### src/rtl/act_pkg.sv
// Shared widths and datapath types for the activation/requantization stage.
// ACT_ROUND_EN (in act_requant) selects round-half-up instead of truncation.
package act_pkg;

    localparam int IN_W    = 32;
    localparam int OUT_W   = 16;
    localparam int BIAS_W  = 16;
    localparam int SUM_W   = IN_W + 2;
    localparam int OUT_MAX = 2**(OUT_W-1) - 1;

    typedef logic signed [IN_W-1:0]   acc_t;
    typedef logic signed [SUM_W-1:0]  sum_t;
    typedef logic signed [OUT_W-1:0]  pix_t;
    typedef logic signed [BIAS_W-1:0] bias_t;

endpackage

### src/rtl/act_sat_relu.sv
// Combinational ReLU + saturation of the shifted sum down to a 16-bit pixel.
module act_sat_relu
    import act_pkg::*;
(
    input  sum_t sum,
    output pix_t pix
);

    always_comb begin
        pix = '0;
        if (sum[SUM_W-1]) begin
            pix = '0;
        end else if (sum > sum_t'(OUT_MAX)) begin
            pix = pix_t'(OUT_MAX);
        end else begin
            pix = sum[OUT_W-1:0];
        end
    end

endmodule

### src/rtl/act_requant.sv
// Bias add, arithmetic shift, saturate + ReLU; 3-cycle fixed-latency stream.
// Define ACT_ROUND_EN for round-half-up before the shift (default: truncation).
module act_requant
    import act_pkg::*;
#(
    parameter  int CH_NUM  = 16,
    parameter  int PIX_NUM = 576,
    parameter  int SHIFT_W = 5,
    localparam int CH_W    = (CH_NUM  > 1) ? $clog2(CH_NUM)  : 1,
    localparam int PIX_W   = (PIX_NUM > 1) ? $clog2(PIX_NUM) : 1
)(
    input  logic                     clk,
    input  logic                     Rst,
    input  logic                     frame_start,
    input  logic [SHIFT_W-1:0]       cfg_shift,
    input  logic                     bias_we,
    input  logic [CH_W-1:0]          bias_addr,
    input  logic signed [BIAS_W-1:0] bias_data,
    input  logic signed [IN_W-1:0]   acc_in,
    input  logic                     valid_in,
    output logic [OUT_W-1:0]         data_out,
    output logic                     valid_out,
    output logic [CH_W-1:0]          ch_idx_out,
    output logic                     frame_done
);

    localparam int STAGES = 3;

    logic [STAGES:0] vld_pipe;
    bias_t           bias_tab [CH_NUM];
    logic [PIX_W-1:0] pix_cnt, cur_pix;
    logic [CH_W-1:0]  ch_cnt, cur_ch;
    logic             cur_last;
    sum_t             sum_in;

    sum_t             s1_sum, s2_pre, s2_val;
    logic [CH_W-1:0]  s1_ch, s2_ch;
    logic             s1_last, s2_last;
    pix_t             sat;

    assign vld_pipe[0] = valid_in;
    assign valid_out   = vld_pipe[STAGES];

    // frame_start makes the coincident sample pixel 0 / channel 0.
    always_comb begin
        cur_pix  = frame_start ? '0 : pix_cnt;
        cur_ch   = frame_start ? '0 : ch_cnt;
        cur_last = (cur_pix == PIX_W'(PIX_NUM-1)) && (cur_ch == CH_W'(CH_NUM-1));
        sum_in   = sum_t'(acc_in) + sum_t'(bias_tab[cur_ch]);
    end

    // Table is read above before this write lands, so a same-cycle hit sees the old value.
    always_ff @(posedge clk or posedge Rst) begin
        if (Rst) begin
            for (int i = 0; i < CH_NUM; i++) bias_tab[i] <= '0;
        end else if (bias_we) begin
            bias_tab[bias_addr] <= bias_data;
        end
    end

    always_ff @(posedge clk or posedge Rst) begin
        if (Rst) begin
            pix_cnt <= '0;
            ch_cnt  <= '0;
        end else if (valid_in) begin
            if (cur_pix == PIX_W'(PIX_NUM-1)) begin
                pix_cnt <= '0;
                ch_cnt  <= (cur_ch == CH_W'(CH_NUM-1)) ? '0 : cur_ch + 1'b1;
            end else begin
                pix_cnt <= cur_pix + 1'b1;
                ch_cnt  <= cur_ch;
            end
        end else if (frame_start) begin
            pix_cnt <= '0;
            ch_cnt  <= '0;
        end
    end

    always_ff @(posedge clk or posedge Rst) begin
        if (Rst) begin
            vld_pipe[STAGES:1] <= '0;
        end else begin
            vld_pipe[STAGES:1] <= vld_pipe[STAGES-1:0];
        end
    end

    // S1: bias add
    always_ff @(posedge clk or posedge Rst) begin
        if (Rst) begin
            s1_sum  <= '0;
            s1_ch   <= '0;
            s1_last <= 1'b0;
        end else if (vld_pipe[0]) begin
            s1_sum  <= sum_in;
            s1_ch   <= cur_ch;
            s1_last <= cur_last;
        end
    end

`ifdef ACT_ROUND_EN
    sum_t rnd;
    always_comb begin
        rnd = '0;
        if (cfg_shift != '0) rnd = sum_t'(1) <<< (cfg_shift - 1'b1);
    end
    assign s2_pre = s1_sum + rnd;
`else
    assign s2_pre = s1_sum;
`endif

    // S2: shift
    always_ff @(posedge clk or posedge Rst) begin
        if (Rst) begin
            s2_val  <= '0;
            s2_ch   <= '0;
            s2_last <= 1'b0;
        end else if (vld_pipe[1]) begin
            s2_val  <= s2_pre >>> cfg_shift;
            s2_ch   <= s1_ch;
            s2_last <= s1_last;
        end
    end

    act_sat_relu u_sat (
        .sum (s2_val),
        .pix (sat)
    );

    // S3: data and channel hold their last value across idle cycles.
    always_ff @(posedge clk or posedge Rst) begin
        if (Rst) begin
            data_out   <= '0;
            ch_idx_out <= '0;
            frame_done <= 1'b0;
        end else begin
            frame_done <= vld_pipe[2] & s2_last;
            if (vld_pipe[2]) begin
                data_out   <= sat;
                ch_idx_out <= s2_ch;
            end
        end
    end

endmodule

### config.mk
export PLATFORM = sky130hd
export DESIGN_NAME = act_requant
export DESIGN_NICKNAME = d
export VERILOG_FILES = /design/src/rtl/act_pkg.sv /design/src/rtl/act_sat_relu.sv /design/src/rtl/act_requant.sv
export SDC_FILE = /design/constraint.sdc
export NUM_CORES = 1
export LEC_CHECK = 0
export CORE_MARGIN = 5
export CORE_UTILIZATION = 57
export CTS_BUF_LIST = sky130_fd_sc_hd__clkbuf_4 sky130_fd_sc_hd__clkbuf_8
export DETAILED_ROUTE_END_ITERATION = 10
export PLACE_DENSITY = 0.79
export SKIP_CTS_REPAIR_TIMING = 1
export SYNTH_ARGS = -nofsm -noshare
export SYNTH_HDL_FRONTEND = slang
export SYNTH_SLANG_ARGS = --single-unit
### constraint.sdc
create_clock -name clk -period 12 [get_ports clk]
set_input_delay 2.4 -clock clk [delete_from_list [all_inputs] [get_ports clk]]
set_output_delay 2.4 -clock clk [all_outputs]
set_load 0.005 [all_outputs]
==> flow_summary.toml, run 1 <==
[global_routing]
use_met1 = 0.331
use_met3 = 0.0432
top_usage_layer = "met2"
track_usage = 0.254
grt_first_pass_wirelength_um = 80500
grt_max_degree = 83
met2_usage = 0.433
antenna_found_initial = 0
grt_pass1_vias = 15000
gr-total-overflow = 0

[clock_tree]
clk_pin_slew_worst_paths_ns = 0.06
cts_tree = "built"
cts_made_buffers = 59
cts_root_buffer = "clkbuf_8"
cts.sinks = 370
htreeDepth = 2
worstSkewPairLatency_ns = 0.66
clockBufferDepth = 3

[cells_and_area]
fillers = 2682
final_util = 0.643
finalNetCount = 1945
synthToLayoutAreaGrowth_pct = 10.9
final_layout_size_suffix_gt1_frac = 0.265
diodes = 0
multi_input_area_um2 = 10100
final-seq-area_um2 = 9260
fin_cells = 2341

[yosys]
syn_nets = 1917
synthFlopType = "dfrtp_1"
synth_cells = 1820
netlist_area_um2 = 20100
ys_types = 78
postSynthAreaPerCell_um2 = 11.0
synth_top_area_frac = 0.460
yosys.area.top_type = "dfrtp_1"
synth-edff-count = 0
async_reset_ff_frac = 1.00
yosysWarnings = 0
ys_top_cells_by_area = "dfrtp_1, mux2_2, mux2i_1"
yosys_register_bits = 370
seq_area_frac_synth = 0.460

[power_and_ir_drop]
powerDensity_nw_per_um2 = 177
power.leakage_nw = 9.53
vdd_drop_max_mv = 0.108

[run]
cap_violations = 0

[timing]
rsz0062_at_grt = "no"
fin_setup_tns_ns = 0
max-slew-margin-rel = 0.178
post-route-period-util = 0.574
fin_crit_ns = 6.88
skew_ns = 0.0372
max_freq_ghz = 0.145
drv_slew = 0
finalHoldViolations = 0
setup_viol = 0
worstMarginPinSlew_ns = 1.23
worst_hold_slack_ns = 0.488

[drt]
drtIter0Drc = 918
avgRoutedWirePerCell_um = 21.1
routed_wl_um = 49400
drt-pass1-iter-count = 5
drc = 0
viasPerCell = 6.26
drtAntennaViolNets = 0
vias = 14700

[critical_path]
r2r_cells = 15
cp.arrival_ns = 7.37
r2r-start = "ch_cnt[0]$_DFF_PP0_"
path_class = "input pin to register"
cp-end-kind = "register"
crit_required_ns = 12.48
cp-start-kind = "input pin"
worstPathMaxFanout = 59
regToRegEndpoint = "s1_sum[28]$_DFFE_PP0P_"
rrSetupSlack_ns = 7.06

[floorplan]
ios = 84
die_h_um = 198
rows = 68
die-area_um2 = 39100
die_x_um = 198
initial_core_util = 0.579
coreArea_um2 = 34700

[worst_hold_path]
holdPathStages = 1
hold_path.class = "register to register"
hold_end = "s2_val[18]$_DFFE_PP0P_"
worstHoldStart = "s2_val[18]$_DFFE_PP0P_"

[place]
hpwl_um = 32500
port_buffers = 83
dp.cells = 2242
gp_congestion = 0.884

[status]
outcome = "complete, no violations"
==> stage by stage <==
step / setup WS (ns) / area (um2) / power (mW)
final: 5.12 / 22300 / 3.95
after global routing: 4.86 / 22300 / 4.18
after CTS: 5.24 / 22300 / 3.97
after detailed placement: 4.54 / 21100 / 2.82
after global placement: 4.60 / 21100 / 2.77
after floorplan: 4.63 / 20100 / 2.52
==> power breakdown <==
group	internal, mW	switching, mW
sequential	1.55	0.204
combinational	0.554	0.505
clock	0.645	0.496
==> registers in the layout, indices dropped and copies added, names as in the netlist <==
signal / flops
bias_tab: 256
ch_cnt: 4
ch_idx_out: 4
data_out: 16
frame_done: 1
pix_cnt: 10
s1_ch: 4
s1_last: 1
s1_sum: 33
s2_ch: 4
s2_last: 1
s2_val: 33
valid_out: 1
vld_pipe: 2
==> worst max path at each step <==
stage / slack [ns] / start / end
after detailed placement: 4.54 / frame_start / s1_sum[23]$_DFFE_PP0P_
after global routing: 4.86 / frame_start / s1_sum[23]$_DFFE_PP0P_
after floorplan: 4.63 / Rst / bias_tab[0]$_DFFE_PP0P_
after global placement: 4.60 / frame_start / s1_sum[23]$_DFFE_PP0P_
final: 5.12 / frame_start / s1_sum[25]$_DFFE_PP0P_
after CTS: 5.24 / frame_start / s1_sum[23]$_DFFE_PP0P_
==> cells in the final DEF (no fill, tap or decap), types with 20 or more instances in the layout <==
master / synthesis / layout
dfrtp_1: 370 / 368
mux2_2: 319 / 319
nand2_1: 162 / 162
nor2_1: 100 / 100
mux2i_1: 85 / 85
clkdlybuf4s50_1: 0 / 80
clkbuf_8: 6 / 78
a31oi_1: 64 / 63
a21oi_1: 58 / 58
a211oi_1: 56 / 56
o21ai_0: 48 / 48
nor2b_1: 48 / 48
ha_1: 34 / 34
o22ai_1: 33 / 33
buf_4: 7 / 29
o211ai_1: 22 / 22
inv_1: 22 / 21
nand2b_1: 22 / 20
==> synth_stat cells (12+ instances only) <==
master,number
xnor2_1,19
clkbuf_1,105
o21ai_0,48
ha_1,34
nand2_1,162
mux2i_1,85
dfrtp_1,370
nor2_1,100
a221o_1,15
a211oi_1,56
nor2b_1,48
mux4_2,18
inv_1,22
nor3b_1,18
nand3_1,18
o21a_1,14
buf_1,12
a31oi_1,64
o22ai_1,33
o211ai_1,22
mux2_2,319
a21o_1,14
nand4_1,15
a21oi_1,58
nand2b_1,22
==> critical path, stage by stage <==
cell	delay, ns
clkdlybuf4s50_1	0.45
buf_4	0.34
nand2b_2	0.56
buf_4	0.61
a211oi_1	0.10
a31oi_1	0.19
o22ai_1	0.11
a31oi_2	0.30
buf_4	0.31
ha_1	0.35
a21oi_1	0.30
o21a_1	0.22
o211ai_1	0.14
a211oi_1	0.48
o31ai_1	0.16
xnor2_1	0.21
a21oi_1	0.09
==> final cells by class <==
type / instances / share of cell area
clock buffer: 94 / 0.0535
clock inverter: 5 / 0.00264
inverter: 23 / 0.00404
multi-input combinational: 1282 / 0.453
sequential: 370 / 0.415
tap: 455 / 0.0255
timing repair buffer: 112 / 0.0463
==> per-layer routing <==
layer	vias to the layer above	routed length, um	share of wire
li1	6697	-	-
met1	7435	20600	0.42
met2	410	24700	0.50
met3	114	2640	0.053
met4	0	1510	0.031
met5	-	0	0
==> logic make-up (layout without fill, tap and decap cells) <==
family | count (synthesis) | after routing | share of synthesized area
flops | 370 | 370 | 0.460
fa+ha+maj | 35 | 35 | 0.0222
compound gates | 369 | 369 | 0.125
xor+xnor | 28 | 28 | 0.0122
simple gates | 427 | 427 | 0.101
mux | 423 | 423 | 0.242
buf+inv | 168 | 234 | 0.0379
Power figures use the tool's default switching activity.
==> inputs of run 2 (changes only) <==
- clock period: 12 -> 5.92 ns (I/O delays scaled with it)
==> flow_summary.toml, run 2 (synthesized netlist as in run 1, its figures left out) <==
[power_and_ir_drop]
p_int_mw = 5.64
powerDensity_nw_per_um2 = 361
vdd_drop_max_mv = 0.217
combPwrFrac = 0.265
p_clk_frac = 0.296
pwr-share-seq = 0.439
total_power_mw = 8.11
swShare = 0.305
power.leakage_nw = 9.62
p_switching_mw = 2.47

[place]
dp.cells = 2245
port_buffers = 83
gp_congestion = 0.903
hpwl_um = 33200

[cells_and_area]
final_layout_size_suffix_gt1_frac = 0.270
finalNetCount = 1950
final_util = 0.648
top_register = "bias_tab"
layout_common_cells = "dfrtp_1, mux2_2, nand2_1, nor2_1, mux2i_1"
fillers = 2634
fin_cells = 2355
synthToLayoutAreaGrowth_pct = 11.8
largestRegisters = "bias_tab (256), s1_sum (33), s2_val (33)"
final_common_cell = "dfrtp_1"
largest_reg_flops = 256

[global_routing]
grt_pass1_vias = 14700
grt_first_pass_wirelength_um = 79400
use_met3 = 0.0337
antenna_found_initial = 1
grt_max_degree = 102
track_usage = 0.250
met2_usage = 0.418
top_usage_layer = "met2"
gr-total-overflow = 0
use_met1 = 0.343

[clock_tree]
worstSkewPairLatency_ns = 0.64
cts_tree = "built"
clockBufferDepth = 3
clk_pin_slew_worst_paths_ns = 0.06
cts_made_buffers = 61
htreeDepth = 2
cts.sinks = 370
cts_root_buffer = "clkbuf_8"

[timing]
fin_crit_ns = 4.84
fin_setup_tns_ns = 0
max-slew-margin-rel = 0.230
skew_ns = 0.0531
worstMarginPinSlew_ns = 1.15
drv_slew = 0
max_freq_ghz = 0.206
rsz0062_at_grt = "no"
post-route-period-util = 0.818
finalHoldViolations = 0
setup_viol = 0

[floorplan]
die_h_um = 198
die_x_um = 198
die-area_um2 = 39100
ios = 84
initial_core_util = 0.579
coreArea_um2 = 34700
rows = 68

[run]
cap_violations = 0

[status]
outcome = "complete, no violations"

[drt]
viasPerCell = 6.23
routed_wl_um = 49200
drc = 0
avgRoutedWirePerCell_um = 20.9
drtAntennaViolNets = 0
vias = 14700
drt-pass1-iter-count = 5
drtIter0Drc = 1197

[critical_path]
cp-end-kind = "register"
crit_required_ns = 6.44
worstPathMaxFanout = 34
path_class = "input pin to register"
cp.arrival_ns = 5.36
cp-start-kind = "input pin"

[worst_hold_path]
hold_path.class = "register to register"
run 2: cell type report:
type	count	area [um2]	area share
Inverter	23	90.1	0.00401
Clock inverter	8	78.8	0.00351
Timing Repair Buffer	115	1120	0.0498
Tap cell	455	569	0.0253
Antenna cell	1	2.50	0.000111
Sequential cell	370	9260	0.412
Clock buffer	101	1260	0.0560
Multi-Input combinational cell	1282	10100	0.449
run 2: per-stage QoR:
step           hold WS, ns  worst slack, ns  instance area, um2
3_5_place_dp         0.479            0.611               21100
4_1_cts              0.493             1.15               22500
3_3_place_gp         0.471            0.645               21100
5_1_grt              0.507            0.896               22500
2_1_floorplan        0.352           -0.230               20100
6_report             0.493             1.08               22500
run 2: worst max-delay path, stage by stage:
cell	delay (ns)
clkdlybuf4s50_1	0.45
nand2b_2	0.45
buf_12	0.33
a211oi_1	0.31
a31oi_1	0.08
o22ai_1	0.33
a31oi_1	0.13
ha_1	0.43
a21o_2	0.15
a21oi_1	0.10
a211oi_2	0.39
nor2_1	0.19
o41ai_2	0.45
o21ai_0	0.14
a31o_2	0.25
run 2: path summary, 6_finish.rpt:
check / startpoint / end / slack, ns / cells after the start
max: frame_start / s1_sum[27]$_DFFE_PP0P_ / 1.08 / 15
min: s2_val[16]$_DFFE_PP0P_ / s2_val[16]$_DFFE_PP0P_ / 0.49 / 1
max reg2reg: ch_cnt[1]$_DFF_PP0_ / s1_sum[27]$_DFFE_PP0P_ / 1.20 / 14
min reg2reg: s2_val[16]$_DFFE_PP0P_ / s2_val[16]$_DFFE_PP0P_ / 0.49 / 1
max in group asynchronous: Rst / s1_ch[0]$_DFFE_PP0P_ / 3.48 / 3
min in group asynchronous: Rst / bias_tab[248]$_DFFE_PP0P_ / 1.14 / 2
run 2: metal layers:
layer,vias up,wire length [um]
met1,7422,21200
met4,0,1140
met5,-,0
li1,6730,-
met3,91,2500
met2,433,24400
run 2: power groups by stage:
stage	sequential [mW]	combinational (mW)	clock [mW]
6_report	3.56	2.15	2.40
4_1_cts	3.55	2.15	2.43
3_5_place_dp	3.59	2.14	0
3_3_place_gp	3.55	2.08	0
2_1_floorplan	3.43	1.68	0
5_1_grt	3.63	2.37	2.55
==> inputs of run 3 (changes only) <==
- CORE_UTILIZATION: 57 -> 60
- clock period: 5.92 -> 4.95 ns (I/O delays scaled with it)
==> flow_summary.toml, run 3 (synthesized netlist as in run 1, its figures left out) <==
[status]
outcome = "complete, no violations"

[power_and_ir_drop]
p_clk_frac = 0.283
combPwrFrac = 0.282
total_power_mw = 9.77
power.leakage_nw = 10.0
p_switching_mw = 2.98
p_int_mw = 6.79
vdd_drop_max_mv = 0.237
powerDensity_nw_per_um2 = 423
swShare = 0.305
pwr-share-seq = 0.435

[timing]
timing.final.ws_setup_ns = 0.503
fin_setup_tns_ns = 0
skew_ns = 0.0472
setup_viol = 0
rsz0062_at_grt = "no"
post-route-period-util = 0.898
finalHoldViolations = 0
worstMarginPinSlew_ns = 1.22
fin_crit_ns = 4.45
drv_slew = 0
max-slew-margin-rel = 0.185
max_freq_ghz = 0.225

[clock_tree]
cts.sinks = 370
cts_root_buffer = "clkbuf_8"
clockBufferDepth = 3
cts_tree = "built"
cts_made_buffers = 60
worstSkewPairLatency_ns = 0.65
htreeDepth = 2
clk_pin_slew_worst_paths_ns = 0.06

[cells_and_area]
final_area_um2 = 23100
fillers = 2383
final_layout_size_suffix_gt1_frac = 0.299
top_register = "bias_tab"
finalNetCount = 2030
largest_reg_flops = 256
largestRegisters = "bias_tab (256), s1_sum (33), s2_val (33)"
final_util = 0.693
synthToLayoutAreaGrowth_pct = 14.7
layout_common_cells = "dfrtp_1, mux2_2, nand2_1, buf_4, nor2_1"
final_common_cell = "dfrtp_1"

[drt]
drt-pass1-iter-count = 5
drc = 0
vias = 15000
routed_wl_um = 49900
drtAntennaViolNets = 0
drtIter0Drc = 966
viasPerCell = 6.17
avgRoutedWirePerCell_um = 20.6

[critical_path]
crit_required_ns = 5.47
cp-end-kind = "register"
cp-start-kind = "input pin"
cp.arrival_ns = 4.97
path_class = "input pin to register"
worstPathMaxFanout = 5

[global_routing]
antenna_found_initial = 1
grt_max_degree = 142
track_usage = 0.268
grt_first_pass_wirelength_um = 80200
gr-total-overflow = 0
grt_pass1_vias = 15300

[place]
gp_congestion = 0.912
hpwl_um = 33600
pre_cts_ws_ns = -0.109
port_buffers = 83
placed_area_um2 = 21800

[run]
cap_violations = 0

[floorplan]
ios = 84
die-area_um2 = 37300
die_h_um = 193
coreArea_um2 = 33300
die_x_um = 193
rows = 67
initial_core_util = 0.604

[worst_hold_path]
hold_path.class = "register to register"
==> run 3: cell count changes in the layout (fill, tap and decap cells not counted), sizes merged <==
cell | before | now
buf | 35 | 116
clkinv | 5 | 3
inv | 23 | 25
bufinv | 1 | 0
clkbuf | 101 | 100
==> run 3: worst paths after layout <==
path | from | to | slack (ns) | cells past startpoint
worst max-delay path | frame_start | s1_sum[30]$_DFFE_PP0P_ | 0.50 | 17
worst min-delay path | s2_last$_DFFE_PP0P_ | frame_done$_DFF_PP0_ | 0.48 | 1
worst max register to register | ch_cnt[0]$_DFF_PP0_ | s1_sum[23]$_DFFE_PP0P_ | 0.70 | 14
worst min register to register | s2_last$_DFFE_PP0P_ | frame_done$_DFF_PP0_ | 0.48 | 1
max in group asynchronous | Rst | bias_tab[115]$_DFFE_PP0P_ | 3.04 | 3
min in group asynchronous | Rst | s1_sum[18]$_DFFE_PP0P_ | 0.75 | 2
==> run 3: cell type report <==
cell class / instances / area (um2) / share of cell area
Timing Repair Buffer: 196 / 1760 / 0.0765
Multi-Input combinational cell: 1282 / 10100 / 0.438
Clock inverter: 7 / 58.8 / 0.00255
Inverter: 23 / 90.1 / 0.00391
Antenna cell: 1 / 2.50 / 0.000108
Tap cell: 448 / 561 / 0.0243
Clock buffer: 100 / 1230 / 0.0532
Sequential cell: 370 / 9260 / 0.402
==> run 3: critical path, stage by stage <==
cell and delay, ns:
clkdlybuf4s50_1 0.52, nand2b_2 0.28, inv_1 0.18, nand2_1 0.10, a31oi_1 0.22, o22ai_1 0.13
a31oi_1 0.25, ha_1 0.23, inv_1 0.06, fa_1 0.37, nand2b_1 0.21, a21oi_4 0.20
o2111ai_2 0.25, nand4_2 0.21, nand3_1 0.17, and3_1 0.23, a2111o_1 0.38
==> run 3: layer usage <==
metal,vias up,share of wire,track usage
li1,6869,-,-
met1,7573,0.41,0.339
met2,410,0.51,0.471
met3,132,0.042,0.0371
met4,0,0.036,0.103
met5,-,0,0
==> run 3: power groups by stage <==
stage          combinational, mW  clock (mW)  sequential, mW
2_1_floorplan               2.00           0            4.10
3_3_place_gp                2.64           0            4.23
3_5_place_dp                2.73           0            4.28
4_1_cts                     2.75        2.82            4.24
5_1_grt                     3.02        2.96            4.33
6_report                    2.75        2.77            4.25
==> run 3: stage by stage <==
stage	instances	hold slack (ns)
floorplan	1820	0.352
global placement	2319	0.471
detailed placement	2319	0.469
CTS	2426	0.479
global route	2427	0.503
finish	2427	0.479
==> edit: new RTL, flow settings as in run 3 <==
Remove the register `frame_done`: a continuous assignment takes its place, so the output `frame_done` follows one clock earlier.
--- a/src/rtl/act_requant.sv
+++ b/src/rtl/act_requant.sv
@@ -132,7 +132,5 @@
             data_out   <= '0;
             ch_idx_out <= '0;
-            frame_done <= 1'b0;
         end else begin
-            frame_done <= vld_pipe[2] & s2_last;
             if (vld_pipe[2]) begin
                 data_out   <= sat;
@@ -142,4 +140,6 @@
     end
 
+    assign frame_done = vld_pipe[2] & s2_last;
+
 endmodule
 
Formal check against the unedited RTL: same outputs for any inputs over 4 cycles, from zero or initial values and one cycle with Rst high; that may be too few to reach the edited logic, so the function may still have changed.
==> edit against run 3 <==
Register-to-register slack hardly changed; cell area grew 0.42%; sequential share of layout area is 0.28 points lower; core utilization increased by 0.29 points; sequential cell count shrank 1; die area shrank 0.11%; clock power rose by 3%; area after synthesis down 0.12%; setup slack worse by 0.032 ns; combinational power is essentially flat; synthesized cell count about the same; cell count rose by 0.37%; wire length is essentially flat; power increased by 0.87%.
==> edit: results (changes against run 3) <==
Detailed routing
  • Remaining DRCs: 0 (unchanged)
  • Drt pass-1 iters: 5 (unchanged)
  • Initial DRC Count: 1063 (+10%)
  • Detail-routed net length per standard cell: 20.48 um (-0.42%)
  • Vias: 15010 (+0.15%)

Pwr
  • Lkg Pwr: 10.05 nW (+0.49%)
  • Worst vdd ir: 0.2058 mV (-13%)

Yosys
  • Post-synthesis mux area share: 24.22% (+0.030 points)
  • Post-Synth XOR/XNOR Area: 1.221% (+0.0015 points)
  • Yosys warnings: 0 (unchanged)
  • Register area share after synthesis: 45.98% (-0.067 points)
  • Post-synth top cells: dfrtp_1 (369), mux2_2 (319), nand2_1 (162)
  • Synth Area in Adders: 2.218% (+0.0028 points)
  • Asr flop ratio synth: 100.0% (unchanged)
  • Top cells by area, synth: dfrtp_1 (46%), mux2_2 (18%), mux2i_1 (4.2%)
  • Syn_nets: 1916 (-0.052%)
  • Synth Area in Compound Gates: 12.49% (+0.016 points)
  • Synth cell types: 78 (unchanged)

Clocking
  • Inserted Clock Buffers: 60 (unchanged)
  • # H-tree levels: 2 (unchanged)
  • CTS root buffer: clkbuf_8
  • Worst-Skew Late Latency: 0.65 ns (about the same)
  • Clk slew on worst S/H paths: about 0.070 ns

Timing
  • Worst-Margin Slew: 1.179 ns (-0.04266 ns)
  • Clk_skew: 0.05318 ns (+0.005932 ns)

Placed design
  • DP HPWL: 33680 um (+0.11%)
  • Routability cong.: 0.9687 (+6.2%)
  • Pre-CTS WS: -0.01430 ns (+0.09486 ns)
  • Area after DPL: 21830 um2 (+0.25%)

Global route
  • First-pass GRT wire length: 80840 um (+0.79%)
  • Total GRT Usage: 27.03% (+0.19 points)
  • Initial antenna violation count: 2 (+1)
  • Via count of the first global-routing pass: 15530 (+1.5%)
  • Largest net degree at the start of global routing: 110 (-23%)

Setup path
  • Critical path peak fanout: 22 (+17)
  • Worst Path Arrival: 4.98 ns (about the same)

Cells and area
  • Largest registers: bias_tab: 256 flops, s1_sum: 33 flops, s2_val: 33 flops
  • Final Net Count: 2038 (+0.39%)
  • Fillcell total: 2418 (+1.5%)
  • Layout cell share with drive strength beyond 1: 30.21% (+0.33 points)

Outcome
  • Outcome: finished, final reports clean

Hold path
  • Worst min path class: reg -> reg
## edit: kinds of logic (layout without fill, tap and decap cells)
group	count (synthesis)	count (layout)
buffers and inverters	168	335
and+or+nand+nor	427	427
AOI/OAI and AO/OA	369	369
muxes	423	423
xor gates and xnor gates	28	28
DFF	369	369
other	0	2
adders and majority gates	35	35
## edit: metrics by stage
| step | setup TNS [ns] | std cells |
|---|---|---|
| floorplan | -366.11 | 1819 |
| CTS | 0 | 2434 |
| detailed placement | -0.01622 | 2327 |
| global route | 0 | 2436 |
| global placement | 0 | 2327 |
| finish | 0 | 2436 |
## edit: final timing paths
check | depth (start not counted) | slack, ns | to | startpoint
setup / recovery | 16 | 0.47 | s1_sum[30] | frame_start
hold / removal | 1 | 0.49 | s2_val[26] | s2_val[26]
setup reg to reg | 15 | 0.70 | s1_sum[30] | ch_cnt[0]
hold reg to reg | 1 | 0.49 | s2_val[26] | s2_val[26]
max in group asynchronous | 3 | 3.01 | bias_tab[19] | Rst
min in group asynchronous | 2 | 0.86 | s1_sum[24] | Rst
## edit: worst max-delay path, cell delays in order
cell and delay, ns:
clkdlybuf4s50_1 0.47, nand2b_2 0.39, buf_12 0.26, a211oi_1 0.28
a31oi_1 0.08, o22ai_1 0.26, a31oi_2 0.09, buf_12 0.18
buf_4 0.15, ha_1 0.31, buf_4 0.17, nand4_1 0.22
nor3_1 0.33, nand3_1 0.19, and3_1 0.22, a2111o_1 0.38
## edit: per-layer routing
metal	track usage (%)	up-vias	share of wire, %
met5	0	-	0
li1	-	6903	-
met2	46.77	462	50
met1	34.65	7493	41
met3	3.511	148	5.1
met4	11.08	0	3.9
## edit: cell type report
class,count,area [um2],share of cell area (%)
Clock buffer,99,1212,5.234
Sequential cell,369,9239,39.89
Multi-Input combinational cell,1282,10100,43.60
Clock inverter,8,111.4,0.4808
Tap cell,448,560.5,2.420
Antenna cell,2,5.005,0.02161
Inverter,23,90.09,0.3889
Timing Repair Buffer,205,1844,7.962
## edit: report_power, final
part	switching, mW	total, mW	internal [mW]
clock	1.21	2.86	1.65
sequential	0.500	4.24	3.74
combinational	1.27	2.75	1.48
